$ cat config.mk
export PLATFORM = sky130hd
export DESIGN_NAME = shift_add_mult
export DESIGN_NICKNAME = d
export VERILOG_FILES = /design/src/rtl/shift_add_mult.sv
export SDC_FILE = /design/constraint.sdc
export NUM_CORES = 1
export LEC_CHECK = 0
export CAP_MARGIN = 20
export CORE_ASPECT_RATIO = 0.5
export CORE_MARGIN = 3
export CORE_UTILIZATION = 55
export CTS_CLUSTER_DIAMETER = 30
export DETAILED_ROUTE_END_ITERATION = 10
export PLACE_DENSITY = 0.78
export SLEW_MARGIN = 25
export SYNTH_ARGS = -nofsm -noshare
export SYNTH_HDL_FRONTEND = slang
export SYNTH_SLANG_ARGS = --single-unit
$ cat constraint.sdc
create_clock -name clk -period 3.13 [get_ports clk]
set_input_delay 0.626 -clock clk [delete_from_list [all_inputs] [get_ports clk]]
set_output_delay 0.626 -clock clk [all_outputs]
set_load 0.05 [all_outputs]
$ cat src/rtl/shift_add_mult.sv
// Sequential shift-and-add multiplier. One partial-product step per cycle,
// with signed operands handled as magnitudes plus a sign fix-up at the end.
module shift_add_mult #(
  parameter int WIDTH = 6
) (
  input  logic                 clk,
  input  logic                 reset,
  input  logic                 load,
  input  logic                 signed_mode,
  input  logic [WIDTH-1:0]     a,
  input  logic [WIDTH-1:0]     b,
  output logic [2*WIDTH-1:0]   product,
  output logic                 busy,
  output logic                 done,
  output logic [1:0]           dbg_state
);

  localparam int CW = (WIDTH > 2) ? $clog2(WIDTH) : 1;
  localparam logic [CW-1:0] LAST = CW'(WIDTH - 1);

  typedef enum logic [1:0] {
    IDLE = 2'd0,
    RUN  = 2'd1,
    DONE = 2'd2
  } state_t;

  state_t              state_q, state_d;
  logic [2*WIDTH-1:0]  mcand_q;
  logic [2*WIDTH-1:0]  acc_q;
  logic [2*WIDTH-1:0]  acc_sum;
  logic [WIDTH-1:0]    mplier_q;
  logic [WIDTH-1:0]    a_mag;
  logic [WIDTH-1:0]    b_mag;
  logic [CW-1:0]       cnt_q;
  logic                neg_q;
  logic                accept;
  logic                last;

  // Handshake: load is sampled only in IDLE or DONE (busy=0); while busy=1 it
  // is ignored. done is a single-cycle pulse with product valid alongside it.
  always_comb begin
    state_d = state_q;
    accept  = 1'b0;
    last    = 1'b0;
    case (state_q)
      IDLE: begin
        if (load) begin
          state_d = RUN;
          accept  = 1'b1;
        end
      end
      RUN: begin
        if (cnt_q == LAST) begin
          state_d = DONE;
          last    = 1'b1;
        end
      end
      DONE: begin
        if (load) begin
          state_d = RUN;
          accept  = 1'b1;
        end else begin
          state_d = IDLE;
        end
      end
      default: state_d = IDLE;
    endcase
  end

  // The most negative operand's magnitude still fits as a WIDTH-bit unsigned.
  assign a_mag = (signed_mode && a[WIDTH-1]) ? -a : a;
  assign b_mag = (signed_mode && b[WIDTH-1]) ? -b : b;

  assign acc_sum   = mplier_q[0] ? (acc_q + mcand_q) : acc_q;
  assign busy      = (state_q == RUN);
  assign done      = (state_q == DONE);
  assign dbg_state = state_q;

  always_ff @(posedge clk) begin
    if (!reset) begin
      state_q  <= IDLE;
      mcand_q  <= '0;
      mplier_q <= '0;
      acc_q    <= '0;
      cnt_q    <= '0;
      neg_q    <= 1'b0;
      product  <= '0;
    end else begin
      state_q <= state_d;
      if (accept) begin
        mcand_q  <= {{WIDTH{1'b0}}, a_mag};
        mplier_q <= b_mag;
        acc_q    <= '0;
        cnt_q    <= '0;
        neg_q    <= signed_mode & (a[WIDTH-1] ^ b[WIDTH-1]);
      end else if (state_q == RUN) begin
        acc_q    <= acc_sum;
        mcand_q  <= mcand_q << 1;
        mplier_q <= mplier_q >> 1;
        cnt_q    <= cnt_q + CW'(1);
        // Negating a zero magnitude yields zero, so no sign artefact appears.
        if (last) begin
          product <= neg_q ? -acc_sum : acc_sum;
        end
      end
    end
  end

endmodule

==> results by stage <==
Clocking:
- For the worst-skew pair, the clock arrives at the later sink with an insertion delay of 310 ps.
- The H-tree was split into 2 levels.
- The tree is rooted in a sky130_fd_sc_hd__clkbuf_8.
- TritonCTS built the clock tree.
- In this run the deepest clock path goes through 2 buffers.
- The number of hold-repair buffers added at the cts stage is 0.
- The post-cts repair resize count is 0.
- The number of clock sinks is 48.
- The number of buffers inserted by post-CTS setup repair is 0.
- The register clock-pin slew on the reported worst setup and hold paths is 90 ps.
- The number of buffers added by the clock tree synthesis step is 5.

Timing:
- The maximum operating frequency is 0.357 GHz.
- Setup repair after global routing left no endpoint under its margin.
- Across the routed clock network, the largest skew measured is 8.56 ps.
- The final count of hold timing violations is 0.
- The shortest clock period the worst path allows after layout is 2800 ps.
- The final clock period utilization by the worst path is 0.894.
- The number of pins with negative max-slew slack in the final report is 0.
- The worst slew margin relative to its limit is 0.453.
- In the post-route analysis, the smallest setup slack over all paths is 332 ps.
- For the pin with the worst max-slew slack, the measured transition is 819 ps.
- The total of endpoints with negative setup slack in the final report is 0.
- The total negative slack is 0 ps.

Min path:
- The hold path startpoint is product[6].
- The path type of the worst min-delay path is reg -> reg.

Worst setup path:
- The worst setup path is launched from a flop.
- The critical path starts at mcand_q[0].
- Of all nets on the critical path, the largest fanout is 4.
- Data arrives at the worst endpoint at 3000 ps.
- The startpoint identified for the worst register-to-register timing path is mcand_q[0].
- The worst setup path is captured at a flop.
- The critical path is of the reg -> reg type.
- For the worst setup path, the data required time is 3330 ps.

GRT:
- The largest net degree at the start of global routing is 42.
- The first global-routing pass estimated 11900 um of wire.
- The number of antenna violations at the first check in global routing is 0.
- The number of global-route vias before repair is 2521.
- The remaining global-route overflow is 0.
- For this run, the total global-route usage over all layers was measured as 0.239.

Synth:
- The number of instances in the synthesized netlist is 366.
- Dividing the synthesized area by the synthesized cell count gives 7.94 sq um.
- The mapped netlist covers 2910 sq um.
- After synthesis the netlist holds a flip-flop and latch count of 48.
- In the synthesized netlist the dominant register cell turns out to be sky130_fd_sc_hd__dfxtp_1.
- The number of distinct library cells after synthesis is 56.
- The sequential cell area fraction in the yosys report is 0.331.
- Counting every net in the synthesized netlist gives 399.
- The Yosys warning count is 0.
- The proportion of synthesized flip-flops having asynchronous set or reset is 0.
- The number of flops mapped to enable cells by yosys is 0.

Placed design:
- During placement, the flow inserted port buffers numbering 31.
- Counting tap cells, the placed design contains a total of 454 instances.
- OpenSTA, run right after detailed placement, puts the worst setup slack at 372 ps.
- At the end of routability-driven placement, the weighted congestion stood at 0.986.
- Summed over all nets, the half-perimeter wirelength after detailed placement is 5220 um.

Final layout:
- The count of placed standard cells in the final layout, fillers left out is 462.
- The share of final-layout standard cells stronger than drive strength 1 is 0.0732.
- Leaving out fill and tap cells, the most frequent cell in the layout is sky130_fd_sc_hd__nand2_1.
- Counting the fill cells in the layout gives 395.
- The area added between synthesis and finish is 16.3%.
- Leaving out fill and tap cells, the most frequent cells in the layout are sky130_fd_sc_hd__nand2_1 (65), sky130_fd_sc_hd__dfxtp_1 (48), sky130_fd_sc_hd__nor2_1 (44), sky130_fd_sc_hd__clkdlybuf4s50_1 (30), sky130_fd_sc_hd__a21oi_1 (29).
- The final layout contains 428 nets.
- The number of diodes added for antenna fixing is 0.

Floorplan:
- The initial utilization of the core area, before any placement, comes to 0.615.
- Measured along the y axis, the die boundary spans 57.4 um.
- The number of rows in the core area is 17.
- Measured along the x axis, the die boundary spans 109 um.
- For this design the top-level I/O count stands at 32.
- After floorplanning, the core was sized to cover 4720 sq um.
- The floorplan step defined a die boundary enclosing 6240 sq um.

Power:
- The completed layout was analyzed and its total power is 1.35 mW.
- IR analysis of the VDD net gives a maximum drop of 0.208 mV.
- For this design the static power due to leakage is 1.28 nW.
- Power spread over the standard cell area amounts to 401 nW/um^2.

Detailed routing:
- Across all layers, the routed design uses 2710 vias.
- For this run, design rule violations remaining after detail routing come to 0.
- Wires add up to 7050 um.
- After detailed routing, the average wire length per cell comes to 15.3 um.
- The via count normalized by instance count is 5.87.
- The first TritonRoute pass finished after 5 iterations.
- For this block, the initial DRC count from the detailed router was 209.
- The number of routed nets with antenna violations is 0.

Run status:
- The flow ran to the end, and the final reports show no timing, DRC or antenna violations.

Job:
- Max-cap violations in this run came to 0.
[cell usage after synthesis, types with 4 or more instances]
master,number,area [sq um]
sky130_fd_sc_hd__inv_1,12,45.0
sky130_fd_sc_hd__nand3_1,7,35.0
sky130_fd_sc_hd__xnor2_1,11,96.3
sky130_fd_sc_hd__a211oi_1,15,113
sky130_fd_sc_hd__nor2_1,44,165
sky130_fd_sc_hd__nor2b_1,6,37.5
sky130_fd_sc_hd__xor2_1,14,123
sky130_fd_sc_hd__a311oi_1,8,70.1
sky130_fd_sc_hd__ha_1,16,200
sky130_fd_sc_hd__o21ai_0,10,50.1
sky130_fd_sc_hd__nand2_1,65,244
sky130_fd_sc_hd__buf_1,4,15.0
sky130_fd_sc_hd__clkbuf_1,11,41.3
sky130_fd_sc_hd__o211ai_1,4,30.0
sky130_fd_sc_hd__a21oi_1,29,145
sky130_fd_sc_hd__dfxtp_1,48,961
sky130_fd_sc_hd__nor3_1,7,35.0
[worst max-delay path, stage by stage, from the launching register on]
cell and delay, ps:
sky130_fd_sc_hd__dfxtp_1 370, sky130_fd_sc_hd__ha_1 210, sky130_fd_sc_hd__inv_1 70, sky130_fd_sc_hd__fa_1 480, sky130_fd_sc_hd__nand2_1 50, sky130_fd_sc_hd__o21ai_0 190
sky130_fd_sc_hd__ha_1 260, sky130_fd_sc_hd__nand2_1 50, sky130_fd_sc_hd__nor2_1 150, sky130_fd_sc_hd__nand4_1 120, sky130_fd_sc_hd__o21ai_1 190, sky130_fd_sc_hd__a21boi_2 210
sky130_fd_sc_hd__xnor2_1 80, sky130_fd_sc_hd__a211oi_1 280
[cells by family after synthesis]
kind of cell / Yosys count / synth area share
simple gates: 146 / 0.232
compound gates: 96 / 0.232
flops: 48 / 0.331
buf+inv: 30 / 0.0392
xor+xnor: 25 / 0.0754
fa+ha+maj: 17 / 0.0758
mux: 4 / 0.0151
[metrics by stage]
step | instance area [sq um] | utilization | hold slack (ps)
final | 3380 | 0.716 | 459
after global routing | 3380 | 0.716 | 480
after CTS | 3380 | 0.716 | 462
after detailed placement | 3290 | 0.696 | 448
after global placement | 3290 | 0.696 | 441
after floorplan | 2910 | - | 449
[power breakdown]
part	total, mW	internal [mW]	switching [mW]
sequential	0.658	0.635	0.0236
clock	0.394	0.177	0.218
combinational	0.301	0.119	0.182
[flip-flops by register name, indices dropped and copies added, names as in the netlist]
name,flops
neg_q,1
cnt_q,3
acc_q,12
product,12
dbg_state,2
mcand_q,12
mplier_q,6
[metal layers]
metal	GRT usage	share of wire
met1	0.324	0.48
met2	0.385	0.46
met5	0	0
met3	0.0486	0.053
met4	0.0737	0.0095
[path summary, 6_finish.rpt]
path / endpoint / cells after the start / slack [ps]
min: product[6] / 2 / 460
min reg2reg: product[6] / 2 / 460
max: product[10] / 13 / 330
max reg2reg: product[10] / 13 / 330
[final cells by class]
| type | instances | area (sq um) | share of cell area |
|---|---|---|---|
| Clock inverter | 2 | 10.0 | 0.00296 |
| Timing Repair Buffer | 38 | 360 | 0.107 |
| Sequential cell | 48 | 961 | 0.284 |
| Inverter | 14 | 52.6 | 0.0155 |
| Tap cell | 66 | 82.6 | 0.0244 |
| Multi-Input combinational cell | 288 | 1830 | 0.542 |
| Clock buffer | 6 | 82.6 | 0.0244 |
No activity file was read; power rests on OpenSTA's default activity.
